===== config.mk =====
export PLATFORM = sky130hd
export DESIGN_NAME = te_rr_stream_mux
export DESIGN_NICKNAME = d
export VERILOG_FILES = /design/src/rtl/te_rr_stream_mux.sv
export SDC_FILE = /design/constraint.sdc
export NUM_CORES = 1
export LEC_CHECK = 0
export CAP_MARGIN = 20
export CORE_ASPECT_RATIO = 1.5
export CORE_UTILIZATION = 38
export DETAILED_ROUTE_END_ITERATION = 12
export PLACE_DENSITY = 0.9
export SLEW_MARGIN = 20
export SYNTH_ARGS = -nofsm -noshare
export SYNTH_HDL_FRONTEND = slang
export SYNTH_SLANG_ARGS = --single-unit

===== constraint.sdc =====
create_clock -name clk -period 8.54 [get_ports clk]
set_clock_uncertainty 0.15 [all_clocks]
set_input_delay 1.708 -clock clk [delete_from_list [all_inputs] [get_ports clk]]
set_output_delay 1.708 -clock clk [all_outputs]
set_load 0.05 [all_outputs]

===== src/rtl/te_rr_stream_mux.sv =====
// N-to-1 valid/ready stream mux with round-robin arbitration, burst lock, fixed-select
// bypass and a registered output stage.
module te_rr_stream_mux #(
    parameter int DATA_WIDTH  = 32,
    parameter int CHANNEL_NUM = 4,
    parameter int SEL_WIDTH   = 2
) (
    input  logic                              clk,
    input  logic                              rst_b,
    input  logic                              fixed_mode,
    input  logic [SEL_WIDTH-1:0]              fixed_sel,
    input  logic [CHANNEL_NUM*DATA_WIDTH-1:0] data_in,
    input  logic [CHANNEL_NUM-1:0]            valid_in,
    input  logic [CHANNEL_NUM-1:0]            last_in,
    output logic [CHANNEL_NUM-1:0]            ready_out,
    output logic [DATA_WIDTH-1:0]             data_out,
    output logic [SEL_WIDTH-1:0]              sel_out,
    output logic                              last_out,
    output logic                              valid_out,
    input  logic                              ready_in
);

    typedef enum logic {StIdle, StLock} state_e;

    state_e                r_state;
    state_e                w_state_next;
    logic [SEL_WIDTH-1:0]  r_ptr;
    logic [SEL_WIDTH-1:0]  w_ptr_next;
    logic [SEL_WIDTH-1:0]  r_lock_ch;

    logic [DATA_WIDTH-1:0] r_data;
    logic [SEL_WIDTH-1:0]  r_sel;
    logic                  r_last;
    logic                  r_valid;

    logic [SEL_WIDTH:0]    w_idx;
    logic [SEL_WIDTH-1:0]  w_rr_gnt;
    logic                  w_rr_found;
    logic [SEL_WIDTH-1:0]  w_gnt;
    logic                  w_gnt_en;
    logic [DATA_WIDTH-1:0] w_gnt_data;
    logic                  w_gnt_last;
    logic                  w_can_load;
    logic                  w_xfer;

    assign w_can_load = !r_valid || ready_in;
    assign w_xfer     = |(ready_out & valid_in);

    // First valid channel at or after the pointer, wrapping modulo CHANNEL_NUM.
    always_comb begin
        w_rr_found = 1'b0;
        w_rr_gnt   = '0;
        w_idx      = '0;
        for (int i = 0; i < CHANNEL_NUM; i++) begin
            w_idx = {1'b0, r_ptr} + (SEL_WIDTH + 1)'(i);
            if (w_idx >= (SEL_WIDTH + 1)'(CHANNEL_NUM)) begin
                w_idx = w_idx - (SEL_WIDTH + 1)'(CHANNEL_NUM);
            end
            if (!w_rr_found && valid_in[w_idx[SEL_WIDTH-1:0]]) begin
                w_rr_found = 1'b1;
                w_rr_gnt   = w_idx[SEL_WIDTH-1:0];
            end
        end
    end

    always_comb begin
        w_gnt    = '0;
        w_gnt_en = 1'b0;
        if (fixed_mode) begin
            w_gnt    = fixed_sel;
            w_gnt_en = (int'(fixed_sel) < CHANNEL_NUM);
        end else if (r_state == StLock) begin
            w_gnt    = r_lock_ch;
            w_gnt_en = 1'b1;
        end else begin
            w_gnt    = w_rr_gnt;
            w_gnt_en = w_rr_found;
        end
    end

    always_comb begin
        w_gnt_data = '0;
        w_gnt_last = 1'b0;
        for (int k = 0; k < CHANNEL_NUM; k++) begin
            if (w_gnt == SEL_WIDTH'(k)) begin
                w_gnt_data = data_in[k*DATA_WIDTH +: DATA_WIDTH];
                w_gnt_last = last_in[k];
            end
        end
    end

    always_ff @(posedge clk) begin
        if (!rst_b) begin
            r_state   <= StIdle;
            r_ptr     <= '0;
            r_lock_ch <= '0;
        end else begin
            r_state <= w_state_next;
            r_ptr   <= w_ptr_next;
            if (r_state == StIdle && w_state_next == StLock) begin
                r_lock_ch <= w_gnt;
            end
        end
    end

    // Fixed mode abandons any lock on the next edge.
    always_comb begin
        w_state_next = r_state;
        if (fixed_mode) begin
            w_state_next = StIdle;
        end else begin
            unique case (r_state)
                StIdle: if (w_xfer && !w_gnt_last) w_state_next = StLock;
                StLock: if (w_xfer && w_gnt_last)  w_state_next = StIdle;
                default: w_state_next = StIdle;
            endcase
        end
    end

    always_comb begin
        w_ptr_next = r_ptr;
        if (!fixed_mode && w_xfer && w_gnt_last) begin
            w_ptr_next = (int'(w_gnt) == CHANNEL_NUM - 1) ? '0 : w_gnt + 1'b1;
        end
    end

    always_comb begin
        ready_out = '0;
        for (int k = 0; k < CHANNEL_NUM; k++) begin
            ready_out[k] = rst_b && w_gnt_en && w_can_load && (w_gnt == SEL_WIDTH'(k));
        end
    end

    always_ff @(posedge clk) begin
        if (!rst_b) begin
            r_valid <= 1'b0;
            r_data  <= '0;
            r_sel   <= '0;
            r_last  <= 1'b0;
        end else if (w_xfer) begin
            r_valid <= 1'b1;
            r_data  <= w_gnt_data;
            r_sel   <= w_gnt;
            r_last  <= w_gnt_last;
        end else if (ready_in) begin
            r_valid <= 1'b0;
        end
    end

    assign data_out  = r_data;
    assign sel_out   = r_sel;
    assign last_out  = r_last;
    assign valid_out = r_valid;

endmodule


==> results.yml, run 1 <==
routing:
  drt-total-wl_um: 9300
  wire_per_inst_um: 16.2
  via_per_inst: 5.58
  antenna_left: 0
  firstDrtPassIters: 4
  dr.first_iter.drc_count: 165
  vias: 3202
  remaining_drc_errors: 0
yosys:
  ys.flop_type: "dfxtp_1"
  synth_area_leaders: "dfxtp_1, a21oi_1, a221oi_1"
  synth_xor_area_share_pct: 0
  syn-instance-count: 339
  synth_top_area_share_pct: 31.2
  synth_top_family_by_area: "compound AO/OA/AOI/OAI gates"
  yosysSeqAreaShare_pct: 31.2
  synth_area_mm2: 0.00263
  yosysUniqueCellTypes: 38
  synth-adder-area-share_pct: 1.90
  synth_edf_count: 0
  async_flop_share_pct: 0
  synth_nets: 485
  synth_top_cell_by_area: "dfxtp_1"
  yosys.area_share.simple_pct: 22.3
  muxShareOfSynthArea_pct: 1.90
  yosys_warnings: 0
  synth_compound_area_share_pct: 35.3
  ys_seq_elements: 41
  postSynthAreaPerCell_um2: 7.75
placed_design:
  dp_slack_ns: 1.95
  gp_congestion: 0.804
  dpl.hpwl_um: 6840
  io_buffer_count: 181
  placed_area_mm2: 0.00441
sta:
  rsz0062_at_grt: "no"
  finalHoldViolCount: 0
  worst_slew_pin_slew_ns: 0.672
  finalCriticalPeriod_ns: 6.59
  max_freq_ghz: 0.152
  finalSetupViolCount: 0
  fin_crit_sh_pct: 77.2
  drv_slew: 0
  slew_headroom_pct: 55.2
  finalSetupTns_ns: 0
  finalWorstSetupSlack_ns: 1.95
grt:
  grt_max_degree: 69
  first_global_vias: 3212
  grt.total_usage_pct: 24.9
  overflow: 0
  antenna_found_initial: 0
  grt_pass1_wl_um: 14700
clock_network:
  clk_pin_slew_ns: 0.07
  cts_setup_buffers: 0
  worstSkewPairLatency_ns: 0.28
  numClockSinks: 41
  ctsResizeCount: 0
  cts_tree: "done"
  htreeDepth: 2
  numCtsBuffers: 5
  cts_max_path_buffers: 2
  cts_hold_buf: 0
  root_buffer: "clkbuf_8"
power:
  powerDensity_mw_per_mm2: 155
  p_leak_nw: 1.63
  irDropWorstVdd_uv: 95.9
final_layout:
  regArea_um2: 821
  final_common_cell: "clkdlybuf4s50_1"
  final_util_pct: 68.3
  fillCellCount: 523
  layout_common_cells: "clkdlybuf4s50_1, a21oi_1, dfxtp_1, nor2b_1"
  finalInstanceArea_mm2: 0.00449
  area_growth_pct: 70.9
  diodes: 0
  final_nets: 644
  multi_input_area_mm2: 0.00162
  drive_above_1_share_pct: 4.22
die:
  pin_count: 182
  dieArea_mm2: 0.00726
  die_x_um: 69.9
  fp-row-count: 36
  die_h_um: 104
  core_mm2: 0.00658
  start_util_pct: 40.0
critical_path:
  worstSetupEndpointType: "output pin"
  worstSetupPathType: "in -> out"
  start_kind: "input pin"
  cp_max_fo: 9
  cp_data_required_time_ns: 6.68
  crit_arrival_ns: 4.73
run_status:
  status: "complete, no violations"
worst_hold_path:
  hold_path.class: "reg -> reg"
flow_run:
  drv_cap: 0
[path summary, 6_finish.rpt]
path                                endpoint  slack, ns  cells after the start          from
worst max-delay path            ready_out[3]       1.95                      9   valid_in[0]
worst min-delay path            r_lock_ch[1]       0.32                      2  r_lock_ch[1]
worst max register to register  data_out[18]       4.53                     12      r_ptr[1]
worst min register to register  r_lock_ch[1]       0.32                      2  r_lock_ch[1]
[state kept, by name (all words and copies together), names as in the netlist]
name and count:
data_out 32, r_lock_ch 2, r_ptr 2, sel_out 2, last_out 1, r_state 1
valid_out 1
[power by group]
group          switching, W  internal, W
Sequential        0.0000123     0.000213
Combinational      0.000193     0.000153
Clock             0.0000616    0.0000641
[layout make-up]
class | count | share of cell area (%)
Timing Repair Buffer | 186 | 41.2
Multi-Input combinational cell | 259 | 36.1
Sequential cell | 41 | 18.3
Tap cell | 76 | 2.12
Clock buffer | 7 | 1.92
Inverter | 5 | 0.418
[cells in the mapped netlist, drive strengths merged (3+ instances only)]
| cell type | count |
|---|---|
| buf | 7 |
| nor3 | 32 |
| a211oi | 3 |
| nor2b | 34 |
| mux2i | 5 |
| nand2 | 7 |
| clkbuf | 27 |
| o21ai | 33 |
| dfxtp | 41 |
| a21oi | 66 |
| nor2 | 8 |
| a221oi | 32 |
| ha | 4 |
| nand3b | 3 |
| inv | 5 |
| and2 | 6 |
[routing by layer]
metal | vias to the layer above | track usage [%] | part of all wire (%)
li1 | 1588 | - | -
met1 | 1466 | 25.7 | 37
met2 | 129 | 48.0 | 55
met3 | 19 | 5.72 | 5.7
met4 | 0 | 7.71 | 2.4
met5 | - | 0 | 0
[kinds of logic after synthesis]
kind of cell             after synthesis
AND/OR/NAND/NOR                      102
buffers and inverters                 39
flip-flops                            41
AO/OA/AOI/OAI                        148
adder cells (fa/ha/maj)                4
multiplexers                           5
[per-stage QoR]
step	power, W	cells	hold WS, ns
after CTS	0.000703	574	0.313
final	0.000698	574	0.316
after global routing	0.000739	574	0.350
after detailed placement	0.000576	567	0.302
after floorplan	0.000441	339	0.280
after global placement	0.000569	567	0.301
[worst max-delay path, stage by stage]
cell	delay, ns
clkdlybuf4s50_1	0.65
mux2i_1	0.13
o21a_1	0.19
o41ai_1	0.55
mux2i_1	0.27
inv_1	0.14
ha_2	0.18
and2_1	0.12
clkdlybuf4s50_1	0.80
Note: power is estimated with default switching activity, not from simulation.
==> inputs of run 2 (changes only) <==
- CORE_UTILIZATION: 38 -> 36
- PLACE_DENSITY: 0.9 -> 0.86
- clock period: 8.54 -> 6.2 ns (I/O delays scaled with it)
==> run 2 against run 1 <==
Against the previous run: hold slack got worse by 0.0011 ns; flip-flop and latch count unchanged; clock power grew 100%; power is 49% higher; via count is 0.34% higher.
==> results.yml, run 2 (synthesis results as in run 1) <==
run_status:
  status: "complete, no violations"
sta:
  finalCriticalPeriod_ns: 5.59
  drv_slew: 0
  rsz0062_at_grt: "no"
  worst_slew_pin_slew_ns: 0.622
  finalHoldViolCount: 0
  fin_crit_sh_pct: 90.1
  slew_headroom_pct: 58.5
  finalSetupTns_ns: 0
  finalSetupViolCount: 0
  max_freq_ghz: 0.179
  finalWorstSetupSlack_ns: 0.612
clock_network:
  cts_max_path_buffers: 2
  worstSkewPairLatency_ns: 0.28
  cts_tree: "done"
  numClockSinks: 41
  cts_setup_buffers: 0
  ctsResizeCount: 0
  numCtsBuffers: 5
  clk_pin_slew_ns: 0.07
  htreeDepth: 2
  root_buffer: "clkbuf_8"
  cts_hold_buf: 0
routing:
  vias: 3213
  remaining_drc_errors: 0
  antenna_left: 0
  drt-total-wl_um: 9220
  via_per_inst: 5.57
  firstDrtPassIters: 4
  wire_per_inst_um: 16.0
  dr.first_iter.drc_count: 132
placed_design:
  dp_slack_ns: 0.646
  placed_area_mm2: 0.00441
  placed_cells: 569
  dpl.hpwl_um: 6830
  gp_congestion: 0.828
  io_buffer_count: 181
critical_path:
  crit_chain: "clkdlybuf4s50_1, mux2i_1, o21a_1, o41ai_1, mux2i_1, ha_1, and2_1, clkdlybuf4s50_1"
  start_kind: "input pin"
  critPathMaxStageDelay_ns: 0.69
  cpMaxStageDelayCell: "clkdlybuf4s50_1"
  worstSetupPathType: "in -> out"
  worstSetupEndpointType: "output pin"
  cp_max_fo: 9
  cp_data_required_time_ns: 4.81
  crit_arrival_ns: 4.20
final_layout:
  finalInstanceArea_mm2: 0.00455
  diodes: 0
  drive_above_1_share_pct: 5.21
  stdcell_count: 577
  layout_common_cells: "clkdlybuf4s50_1, a21oi_1, dfxtp_1, nor2b_1"
  area_growth_pct: 73.0
  final_nets: 644
  largest_reg_flops: 32
  final_common_cell: "clkdlybuf4s50_1"
die:
  die_x_um: 71.8
  fp-row-count: 37
  die_h_um: 107
  core_mm2: 0.00694
  pin_count: 182
  dieArea_mm2: 0.00765
  start_util_pct: 37.9
grt:
  grt_pass1_wl_um: 14400
  antenna_found_initial: 0
  grt_max_degree: 68
  overflow: 0
  first_global_vias: 3117
  grt.total_usage_pct: 23.9
worst_hold_path:
  hold_path.class: "reg -> reg"
power:
  p_leak_nw: 1.66
  powerDensity_mw_per_mm2: 229
  irDropWorstVdd_uv: 156
flow_run:
  drv_cap: 0
## run 2: cell types whose count changed in the layout (fill, tap and decap cells not counted)
cell	change
bufinv_16	+2
clkdlybuf4s50_1	-3
clkbuf_8	-1
buf_4	+2
clkbuf_1	-1
clkinv_2	+1
buf_12	+1
## run 2: stage by stage
stage | power (W) | hold WS, ns | util (%)
finish | 0.00104 | 0.315 | 65.5
global route | 0.00110 | 0.331 | 65.5
CTS | 0.00105 | 0.320 | 65.5
detailed placement | 0.000795 | 0.306 | 63.6
global placement | 0.000787 | 0.300 | 63.6
floorplan | 0.000608 | 0.280 | -
## run 2: cell type report
| type | instances | area, um^2 |
|---|---|---|
| Clock buffer | 5 | 68.8 |
| Sequential cell | 41 | 821 |
| Multi-Input combinational cell | 259 | 1620 |
| Inverter | 5 | 18.8 |
| Timing Repair Buffer | 186 | 1850 |
| Tap cell | 78 | 97.6 |
| Fill cell | 606 | 2400 |
| Clock inverter | 3 | 65.1 |
## run 2: worst max-delay path: cells and delay by family
kind,cells,cell delay [ns]
buf+inv,2,1.32
compound gates,2,0.76
mux,2,0.40
fa+ha+maj,1,0.32
simple gates,1,0.15
## run 2: final timing paths
path	cells after the start	endpoint	from	slack, ns
worst max-delay path	8	ready_out[0]	valid_in[0]	0.61
worst min-delay path	2	r_lock_ch[1]	r_lock_ch[1]	0.31
worst max register to register	12	data_out[17]	r_ptr[1]	2.38
worst min register to register	2	r_lock_ch[1]	r_lock_ch[1]	0.31
## run 2: per-layer routing
layer,GRT usage [%],up-vias,part of all wire (%)
li1,-,1594,-
met1,25.5,1463,36
met2,45.1,136,55
met3,5.36,20,6.6
met4,8.54,0,2.5
met5,0,-,0
## run 2: power by group
group	internal, W	switching (W)
logic	0.000212	0.000266
clock network	0.000160	0.0000925
registers	0.000294	0.0000166
